`config.mk`:
```
export PLATFORM = sky130hd
export DESIGN_NAME = iiitb_wm_ctrl
export DESIGN_NICKNAME = d
export VERILOG_FILES = /design/src/rtl/iiitb_wm_pkg.sv /design/src/rtl/iiitb_wm_timer.sv /design/src/rtl/iiitb_wm_ctrl.sv
export SDC_FILE = /design/constraint.sdc
export NUM_CORES = 1
export LEC_CHECK = 0
export CORE_MARGIN = 2
export CORE_UTILIZATION = 55
export CTS_CLUSTER_DIAMETER = 100
export DETAILED_ROUTE_END_ITERATION = 16
export PLACE_DENSITY_LB_ADDON = 0.2
export RECOVER_POWER = 25
export SYNTH_ARGS = -nofsm -noshare
export SYNTH_HDL_FRONTEND = slang
export SYNTH_SLANG_ARGS = --single-unit
```
`constraint.sdc`:
```
create_clock -name clk -period 3.4 [get_ports clk]
set_clock_uncertainty 0.1 [all_clocks]
set_input_delay 0.34 -clock clk [delete_from_list [all_inputs] [get_ports clk]]
set_output_delay 0.34 -clock clk [all_outputs]
set_load 0.01 [all_outputs]
```
`src/rtl/iiitb_wm_pkg.sv`:
```
// iiitb_wm_pkg: shared definitions for the washing-machine controller.
//   - 4-bit state codes (reported on state_o)
//   - wash-mode codes and wash-phase values
//   - actuator/status bundle and its Moore decode from a state code
package iiitb_wm_pkg;

    localparam logic [3:0] ST_IDLE      = 4'd0;
    localparam logic [3:0] ST_FILL      = 4'd1;
    localparam logic [3:0] ST_DETERGENT = 4'd2;
    localparam logic [3:0] ST_AGITATE   = 4'd3;
    localparam logic [3:0] ST_DRAIN     = 4'd4;
    localparam logic [3:0] ST_SPIN      = 4'd5;
    localparam logic [3:0] ST_DONE      = 4'd6;
    localparam logic [3:0] ST_PAUSE     = 4'd7;
    localparam logic [3:0] ST_FAULT     = 4'd8;

    localparam logic [1:0] MODE_QUICK  = 2'd0;
    localparam logic [1:0] MODE_NORMAL = 2'd1;
    localparam logic [1:0] MODE_HEAVY  = 2'd2;
    localparam logic [1:0] MODE_RINSE  = 2'd3;

    localparam logic PHASE_SOAP  = 1'b0;
    localparam logic PHASE_RINSE = 1'b1;

    typedef struct packed {
        logic door_lock;
        logic motor_on;
        logic motor_fast;
        logic fill_valve_on;
        logic drain_valve_on;
        logic detergent_req;
        logic done;
        logic fault;
        logic busy;
    } act_t;

    // Moore output decode; an unknown code is treated like FAULT (door stays locked).
    function automatic act_t decode_state(input logic [3:0] st);
        act_t a;
        a = '0;
        case (st)
            ST_IDLE:      a = '0;
            ST_FILL:      begin a.door_lock = 1'b1; a.fill_valve_on = 1'b1; a.busy = 1'b1; end
            ST_DETERGENT: begin a.door_lock = 1'b1; a.detergent_req = 1'b1; a.busy = 1'b1; end
            ST_AGITATE:   begin a.door_lock = 1'b1; a.motor_on = 1'b1; a.busy = 1'b1; end
            ST_DRAIN:     begin a.door_lock = 1'b1; a.drain_valve_on = 1'b1; a.busy = 1'b1; end
            ST_SPIN:      begin
                              a.door_lock = 1'b1; a.motor_on = 1'b1; a.motor_fast = 1'b1;
                              a.drain_valve_on = 1'b1; a.busy = 1'b1;
                          end
            ST_DONE:      a.done = 1'b1;
            ST_PAUSE:     begin a.door_lock = 1'b1; a.busy = 1'b1; end
            ST_FAULT:     begin a.door_lock = 1'b1; a.fault = 1'b1; end
            default:      begin a.door_lock = 1'b1; a.fault = 1'b1; end
        endcase
        return a;
    endfunction

endpackage

```
`src/rtl/iiitb_wm_timer.sv`:
```
// iiitb_wm_timer: loadable down-counter that advances only on tick.
//   clk, reset_n : clock, synchronous active-low reset
//   load, value  : load count with value (wins over tick on the same edge)
//   tick         : timebase strobe
//   hold         : freeze the count (pause)
//   expire       : high on the tick that takes the count from 1 to 0
module iiitb_wm_timer #(
    parameter int TIMER_W = 16
) (
    input  logic               clk,
    input  logic               reset_n,
    input  logic               load,
    input  logic [TIMER_W-1:0] value,
    input  logic               tick,
    input  logic               hold,
    output logic               expire
);

    logic [TIMER_W-1:0] count_r;

    // Count register: load on state entry, otherwise decrement on unheld ticks down to zero.
    always_ff @(posedge clk) begin
        if (!reset_n) begin
            count_r <= '0;
        end else if (load) begin
            count_r <= value;
        end else if (tick && !hold && (count_r != '0)) begin
            count_r <= count_r - TIMER_W'(1);
        end else begin
            count_r <= count_r;
        end
    end

    // A load of N therefore expires on the Nth tick after the loading edge.
    assign expire = tick & ~hold & (count_r == TIMER_W'(1));

endmodule

```
`src/rtl/iiitb_wm_ctrl.sv`:
```
// iiitb_wm_ctrl: washing-machine program sequencer.
//   Inputs : clk, reset_n (sync, active-low), tick, start, door_closed, mode[1:0],
//            rinse_cnt[RINSE_W-1:0], filled, detergent_added, drained, pause, abort, fault_clr
//   Outputs: door_lock, motor_on, motor_fast, fill_valve_on, drain_valve_on, detergent_req,
//            done, fault, busy, state_o[3:0], rinse_left_o[RINSE_W-1:0]
// All outputs are registered copies of the decode of the next state, so they
// line up with state_o and have no combinational path from the inputs.
module iiitb_wm_ctrl
    import iiitb_wm_pkg::*;
#(
    parameter int TIMER_W       = 16,
    parameter int WASH_TICKS    = 100,
    parameter int RINSE_TICKS   = 50,
    parameter int SPIN_TICKS    = 80,
    parameter int FILL_TIMEOUT  = 200,
    parameter int DRAIN_TIMEOUT = 200,
    parameter int RINSE_W       = 2
) (
    input  logic               clk,
    input  logic               reset_n,
    input  logic               tick,
    input  logic               start,
    input  logic               door_closed,
    input  logic [1:0]         mode,
    input  logic [RINSE_W-1:0] rinse_cnt,
    input  logic               filled,
    input  logic               detergent_added,
    input  logic               drained,
    input  logic               pause,
    input  logic               abort,
    input  logic               fault_clr,
    output logic               door_lock,
    output logic               motor_on,
    output logic               motor_fast,
    output logic               fill_valve_on,
    output logic               drain_valve_on,
    output logic               detergent_req,
    output logic               done,
    output logic               fault,
    output logic               busy,
    output logic [3:0]         state_o,
    output logic [RINSE_W-1:0] rinse_left_o
);

    localparam logic [TIMER_W-1:0] WASH_V  = TIMER_W'(WASH_TICKS);
    localparam logic [TIMER_W-1:0] RINSE_V = TIMER_W'(RINSE_TICKS);
    localparam logic [TIMER_W-1:0] SPIN_V  = TIMER_W'(SPIN_TICKS);
    localparam logic [TIMER_W-1:0] FILL_V  = TIMER_W'(FILL_TIMEOUT);
    localparam logic [TIMER_W-1:0] DRAIN_V = TIMER_W'(DRAIN_TIMEOUT);

    logic [3:0]         state_r, state_s, saved_r, saved_s;
    logic               phase_r, phase_s, abort_r, abort_s;
    logic [1:0]         mode_r, mode_s;
    logic [RINSE_W-1:0] rinse_left_r, rinse_left_s;
    logic               load_s, hold_s, expire_s, pausable_s, engaged_s;
    logic [TIMER_W-1:0] load_val_s, agitate_val_s;
    act_t               act_r;

    assign pausable_s = (state_r == ST_FILL) || (state_r == ST_DETERGENT) || (state_r == ST_AGITATE)
                     || (state_r == ST_DRAIN) || (state_r == ST_SPIN);
    assign engaged_s  = pausable_s || (state_r == ST_PAUSE);
    // Freeze the timer while paused and on the edge that enters PAUSE, so an
    // expiry coinciding with pause is deferred to the first tick after resume.
    assign hold_s        = (state_r == ST_PAUSE) || (pausable_s && pause);
    assign agitate_val_s = (phase_r == PHASE_RINSE) ? RINSE_V : (WASH_V << mode_r);

    iiitb_wm_timer #(.TIMER_W(TIMER_W)) u_timer (
        .clk     (clk),
        .reset_n (reset_n),
        .load    (load_s),
        .value   (load_val_s),
        .tick    (tick),
        .hold    (hold_s),
        .expire  (expire_s)
    );

    // Next-state logic in priority order: door fault, abort, pause, watchdog/normal.
    always_comb begin
        state_s      = state_r;
        saved_s      = saved_r;
        phase_s      = phase_r;
        abort_s      = abort_r;
        mode_s       = mode_r;
        rinse_left_s = rinse_left_r;
        load_s       = 1'b0;
        load_val_s   = '0;
        if (engaged_s && !door_closed) begin
            state_s = ST_FAULT;
        end else if (engaged_s && abort) begin
            abort_s    = 1'b1;
            state_s    = ST_DRAIN;
            load_s     = 1'b1;
            load_val_s = DRAIN_V;
        end else if (pausable_s && pause) begin
            saved_s = state_r;
            state_s = ST_PAUSE;
        end else begin
            case (state_r)
                ST_IDLE: begin
                    if (start && door_closed) begin
                        mode_s       = mode;
                        rinse_left_s = rinse_cnt;
                        phase_s      = (mode == MODE_RINSE) ? PHASE_RINSE : PHASE_SOAP;
                        state_s      = ST_FILL;
                        load_s       = 1'b1;
                        load_val_s   = FILL_V;
                    end else begin
                        state_s = ST_IDLE;
                    end
                end
                ST_FILL: begin
                    if (expire_s) begin
                        state_s = ST_FAULT;
                    end else if (filled && (phase_r == PHASE_SOAP)) begin
                        state_s = ST_DETERGENT;
                    end else if (filled) begin
                        state_s    = ST_AGITATE;
                        load_s     = 1'b1;
                        load_val_s = agitate_val_s;
                    end else begin
                        state_s = ST_FILL;
                    end
                end
                ST_DETERGENT: begin
                    if (detergent_added) begin
                        state_s    = ST_AGITATE;
                        load_s     = 1'b1;
                        load_val_s = agitate_val_s;
                    end else begin
                        state_s = ST_DETERGENT;
                    end
                end
                ST_AGITATE: begin
                    if (expire_s) begin
                        state_s    = ST_DRAIN;
                        load_s     = 1'b1;
                        load_val_s = DRAIN_V;
                    end else begin
                        state_s = ST_AGITATE;
                    end
                end
                ST_DRAIN: begin
                    if (expire_s) begin
                        state_s = ST_FAULT;
                    end else if (drained && abort_r) begin
                        state_s = ST_DONE;
                    end else if (drained && (rinse_left_r != '0)) begin
                        rinse_left_s = rinse_left_r - RINSE_W'(1);
                        phase_s      = PHASE_RINSE;
                        state_s      = ST_FILL;
                        load_s       = 1'b1;
                        load_val_s   = FILL_V;
                    end else if (drained) begin
                        state_s    = ST_SPIN;
                        load_s     = 1'b1;
                        load_val_s = SPIN_V;
                    end else begin
                        state_s = ST_DRAIN;
                    end
                end
                ST_SPIN: begin
                    if (expire_s) begin
                        state_s = ST_DONE;
                    end else begin
                        state_s = ST_SPIN;
                    end
                end
                ST_DONE: begin
                    if (!start) begin
                        state_s = ST_IDLE;
                    end else begin
                        state_s = ST_DONE;
                    end
                end
                ST_PAUSE: begin
                    // Return without reloading; the timer resumes from its frozen count.
                    if (!pause) begin
                        state_s = saved_r;
                    end else begin
                        state_s = ST_PAUSE;
                    end
                end
                ST_FAULT: begin
                    if (fault_clr) begin
                        state_s      = ST_IDLE;
                        abort_s      = 1'b0;
                        phase_s      = PHASE_SOAP;
                        rinse_left_s = '0;
                    end else begin
                        state_s = ST_FAULT;
                    end
                end
                default: begin
                    state_s = ST_FAULT;
                end
            endcase
        end
    end

    // Program state registers and registered Moore outputs.
    always_ff @(posedge clk) begin
        if (!reset_n) begin
            state_r      <= ST_IDLE;
            saved_r      <= ST_IDLE;
            phase_r      <= PHASE_SOAP;
            abort_r      <= 1'b0;
            mode_r       <= MODE_QUICK;
            rinse_left_r <= '0;
            act_r        <= '0;
        end else begin
            state_r      <= state_s;
            saved_r      <= saved_s;
            phase_r      <= phase_s;
            abort_r      <= abort_s;
            mode_r       <= mode_s;
            rinse_left_r <= rinse_left_s;
            act_r        <= decode_state(state_s);
        end
    end

    assign door_lock      = act_r.door_lock;
    assign motor_on       = act_r.motor_on;
    assign motor_fast     = act_r.motor_fast;
    assign fill_valve_on  = act_r.fill_valve_on;
    assign drain_valve_on = act_r.drain_valve_on;
    assign detergent_req  = act_r.detergent_req;
    assign done           = act_r.done;
    assign fault          = act_r.fault;
    assign busy           = act_r.busy;
    assign state_o        = state_r;
    assign rinse_left_o   = rinse_left_r;

endmodule

```
==> impl_results.md <==
- Post-synth top cells: dfxtp_1, nor2_1, nand2_1
- First-pass GRT wire length: 9.82 mm
- Reg-to-Reg End: door_lock$_SDFF_PN0_
- Hold path depth: 2
- Synth top area share: 0.328
- Total grt overflow: 0
- Psw: 1.17 mW
- CP Capture Type: register
- Ratio of cells with drive above 1 in the final layout: 0.108
- Synth area leaders: dfxtp_1, nor2_1, nand2_1
- Synthesized flop and latch total: 39
- Final setup TNS: 0 ps
- Met1 global-route usage: 0.326
- DRT antenna net count: 0
- Chip height: 69.8 um
- Initial DRC Count: 109
- Largest net degree at the start of global routing: 19
- Fmax: 312 MHz
- Hold Violations, Final: 0
- Vias: 2225
- Worst path top cell family by delay: simple AND/OR/NAND/NOR gates
- Antenna diode count: 0
- Layout Nets: 338
- Boundary Pins: 30
- Post-cts sizing count: 0
- Area grow syn2layout: 16.8%
- RSZ-0062 raised after global routing: no
- Port bufs: 29
- Vias in the first global route: 2111
- Pint: 1.45 mW
- Slowest CP cell: nor4_1
- Post-synth EDFFs: 0
- Least-Margin Pin Slew: 613 ps
- TritonCTS Buffers: 5
- Placer Congestion: 0.916
- Post-CTS Setup Inserts: 0
- Startpoint Class: register
- Beginning of the worst hold path: abort_r$_SDFFE_PN0P_
- Post-route DRC: 0
- Worst slew margin: 0.589
- Mapped Nets: 309
- Max IR drop VDD: 0.000519 V
- M2 GR Usage: 0.421
- Most frequent cell after synthesis: dfxtp_1
- WHS: 375 ps
- Sequential share of power: 0.291
- Max_cap viols: 0
- CTS tree: done
- Synth area leader: dfxtp_1
- Power density over the cells: 942 nW/um^2
- R2R Setup Slk: 200 ps
- Setup violators final: 0
- Worst Hold Class: reg2reg
- Number of warnings issued by yosys: 0
- Crit path from: u_timer.count_r[11]$_SDFFE_PN0P_
- Crit Path Max Fanout: 7
- CTS Sinks: 39
- CP cell instances: nor4_1 -> or4b_4 -> nor4b_2 -> mux2i_1 -> a211o_2 -> xnor2_1 -> o31a_1
- Leak: 1.06 nW
- Logic pwr share: 0.587
- Core area: 4090 um^2
- WP data required: 3480 ps
- Post-synth ARST share: 0
- Clk buf depth: 2
- FP Rows: 23
- Total GRT Usage: 0.249
- Die W: 69.8 um
- Clock Latency Late Sink: 300 ps
- Via density: 6.08
- DR WL/cell: 15.7 um
- Die ar.: 4870 um^2
- Net Sw Frac: 0.448
- Mapped Area: 2380 um^2
- Initial antenna violation count: 0
- Worst R2R Path Depth: 7
- Worst flop-to-flop path startpoint: u_timer.count_r[11]$_SDFFE_PN0P_
- Synthesized area per cell: 8.30 um^2
- Root buffer cell: clkbuf_8
- Post-CTS Hold Buffers: 0
- Worst Path Class, Setup: reg2reg
- Yosys cell types: 64
- Min-Delay Endpoint: abort_r$_SDFFE_PN0P_
- Post-route minimum period: 3200 ps
- Final Max Slew Viols: 0
- Total routed wirelength: 5.75 mm
- Initial core utilization: 0.583
- Final worst-path cycle share: 0.941
- Ys flop type: dfxtp_1
- Worst Path Arrival: 3280 ps
- GR Layer Usage met3: 0.0392
- Crit-path max cell delay: 570 ps
- Crit path buf inv count: 0
- Seq/Total Area, Yosys: 0.328
- Router iterations before antenna repair: 5
- H-tree lvl count: 2
- HPWL after detailed placement: 4.28 mm
- Outcome: complete, no violations
- Reg clk slew, reported paths: 80 ps
- Syn Inst Count: 287
- Clock share of power: 0.122
- Gr busiest metal: met2
[cell usage in the layout (no fill, tap or decap), types with 2 or more instances in the layout]
cell	count
a211oi_1	6
a21oi_1	20
a311oi_1	2
a32o_1	3
and2_2	2
and2b_2	2
and3_1	4
buf_4	5
clkbuf_8	6
clkdlybuf4s50_1	16
dfxtp_1	39
dlygate4sd3_1	13
ha_1	7
inv_1	11
mux2i_1	6
nand2_1	27
nand2b_1	5
nand3_1	14
nand4_1	3
nand4b_1	2
nor2_1	33
nor3_1	8
nor3b_1	2
nor4_1	11
nor4b_2	2
o2111ai_1	2
o211ai_1	3
o21a_1	3
o21ai_0	9
o31ai_1	3
or4b_4	2
xnor2_1	10
xor2_1	4
[kinds of logic (layout without fill, tap and decap cells)]
family | after synthesis | after routing | share of synthesized area
AOI/OAI and AO/OA | 66 | 66 | 0.203
buffers and inverters | 24 | 53 | 0.0515
muxes | 6 | 6 | 0.0252
and+or+nand+nor | 131 | 131 | 0.304
adders and majority gates | 7 | 7 | 0.0368
DFF | 39 | 39 | 0.328
xor gates and xnor gates | 14 | 14 | 0.0515
[per-stage QoR]
stage               instance area, um^2  worst slack, ps  total power [mW]  cells   util
CTS                                2780              236              2.63    366  0.681
floorplan                          2380              411              1.91    287      -
finish                             2780              200              2.62    366  0.681
global placement                   2700              349              2.27    359  0.660
global route                       2780             48.4              2.84    366  0.681
detailed placement                 2700              243              2.30    359  0.660
[power groups by stage]
| stage | registers (mW) | logic [mW] | clock network (mW) |
|---|---|---|---|
| after floorplan | 0.738 | 1.18 | 0 |
| after global placement | 0.762 | 1.50 | 0 |
| after detailed placement | 0.769 | 1.53 | 0 |
| after CTS | 0.760 | 1.54 | 0.327 |
| after global routing | 0.784 | 1.71 | 0.349 |
| final | 0.762 | 1.54 | 0.320 |
[worst max path at each step]
stage	end	slack (ps)	cells past startpoint
finish	door_lock$_SDFF_PN0_	200	7
global route	door_lock$_SDFF_PN0_	50	7
global placement	door_lock$_SDFF_PN0_	350	7
detailed placement	door_lock$_SDFF_PN0_	240	7
CTS	door_lock$_SDFF_PN0_	240	7
floorplan	door_lock$_SDFF_PN0_	410	8
[worst min-delay path, delay by kind of cell, from the launching register on]
family / cells / cell delay [ps]
flip-flops: 1 / 320
AO/OA/AOI/OAI: 1 / 60
AND/OR/NAND/NOR: 1 / 50
[sequential cells by signal, indices dropped and copies added, names as in the netlist, 2 cells and up]
| name | cells |
|---|---|
| u_timer.count_r | 16 |
| saved_r | 4 |
| state_o | 4 |
| mode_r | 2 |
| rinse_left_o | 2 |
[cell type report]
cell class,instances,area [um^2]
Timing Repair Buffer,34,328
Clock buffer,6,82.6
Fill cell,359,1300
Clock inverter,1,5.00
Sequential cell,39,781
Multi-Input combinational cell,224,1480
Inverter,12,45.0
Tap cell,50,62.6
[per-layer routing]
metal,share of wire,up-vias,wire length (um)
met5,0,-,0
met4,0.020,0,117
met3,0.040,18,231
met2,0.47,65,2730
li1,-,1104,-
met1,0.46,1038,2670
(Power assumes the default switching activity.)
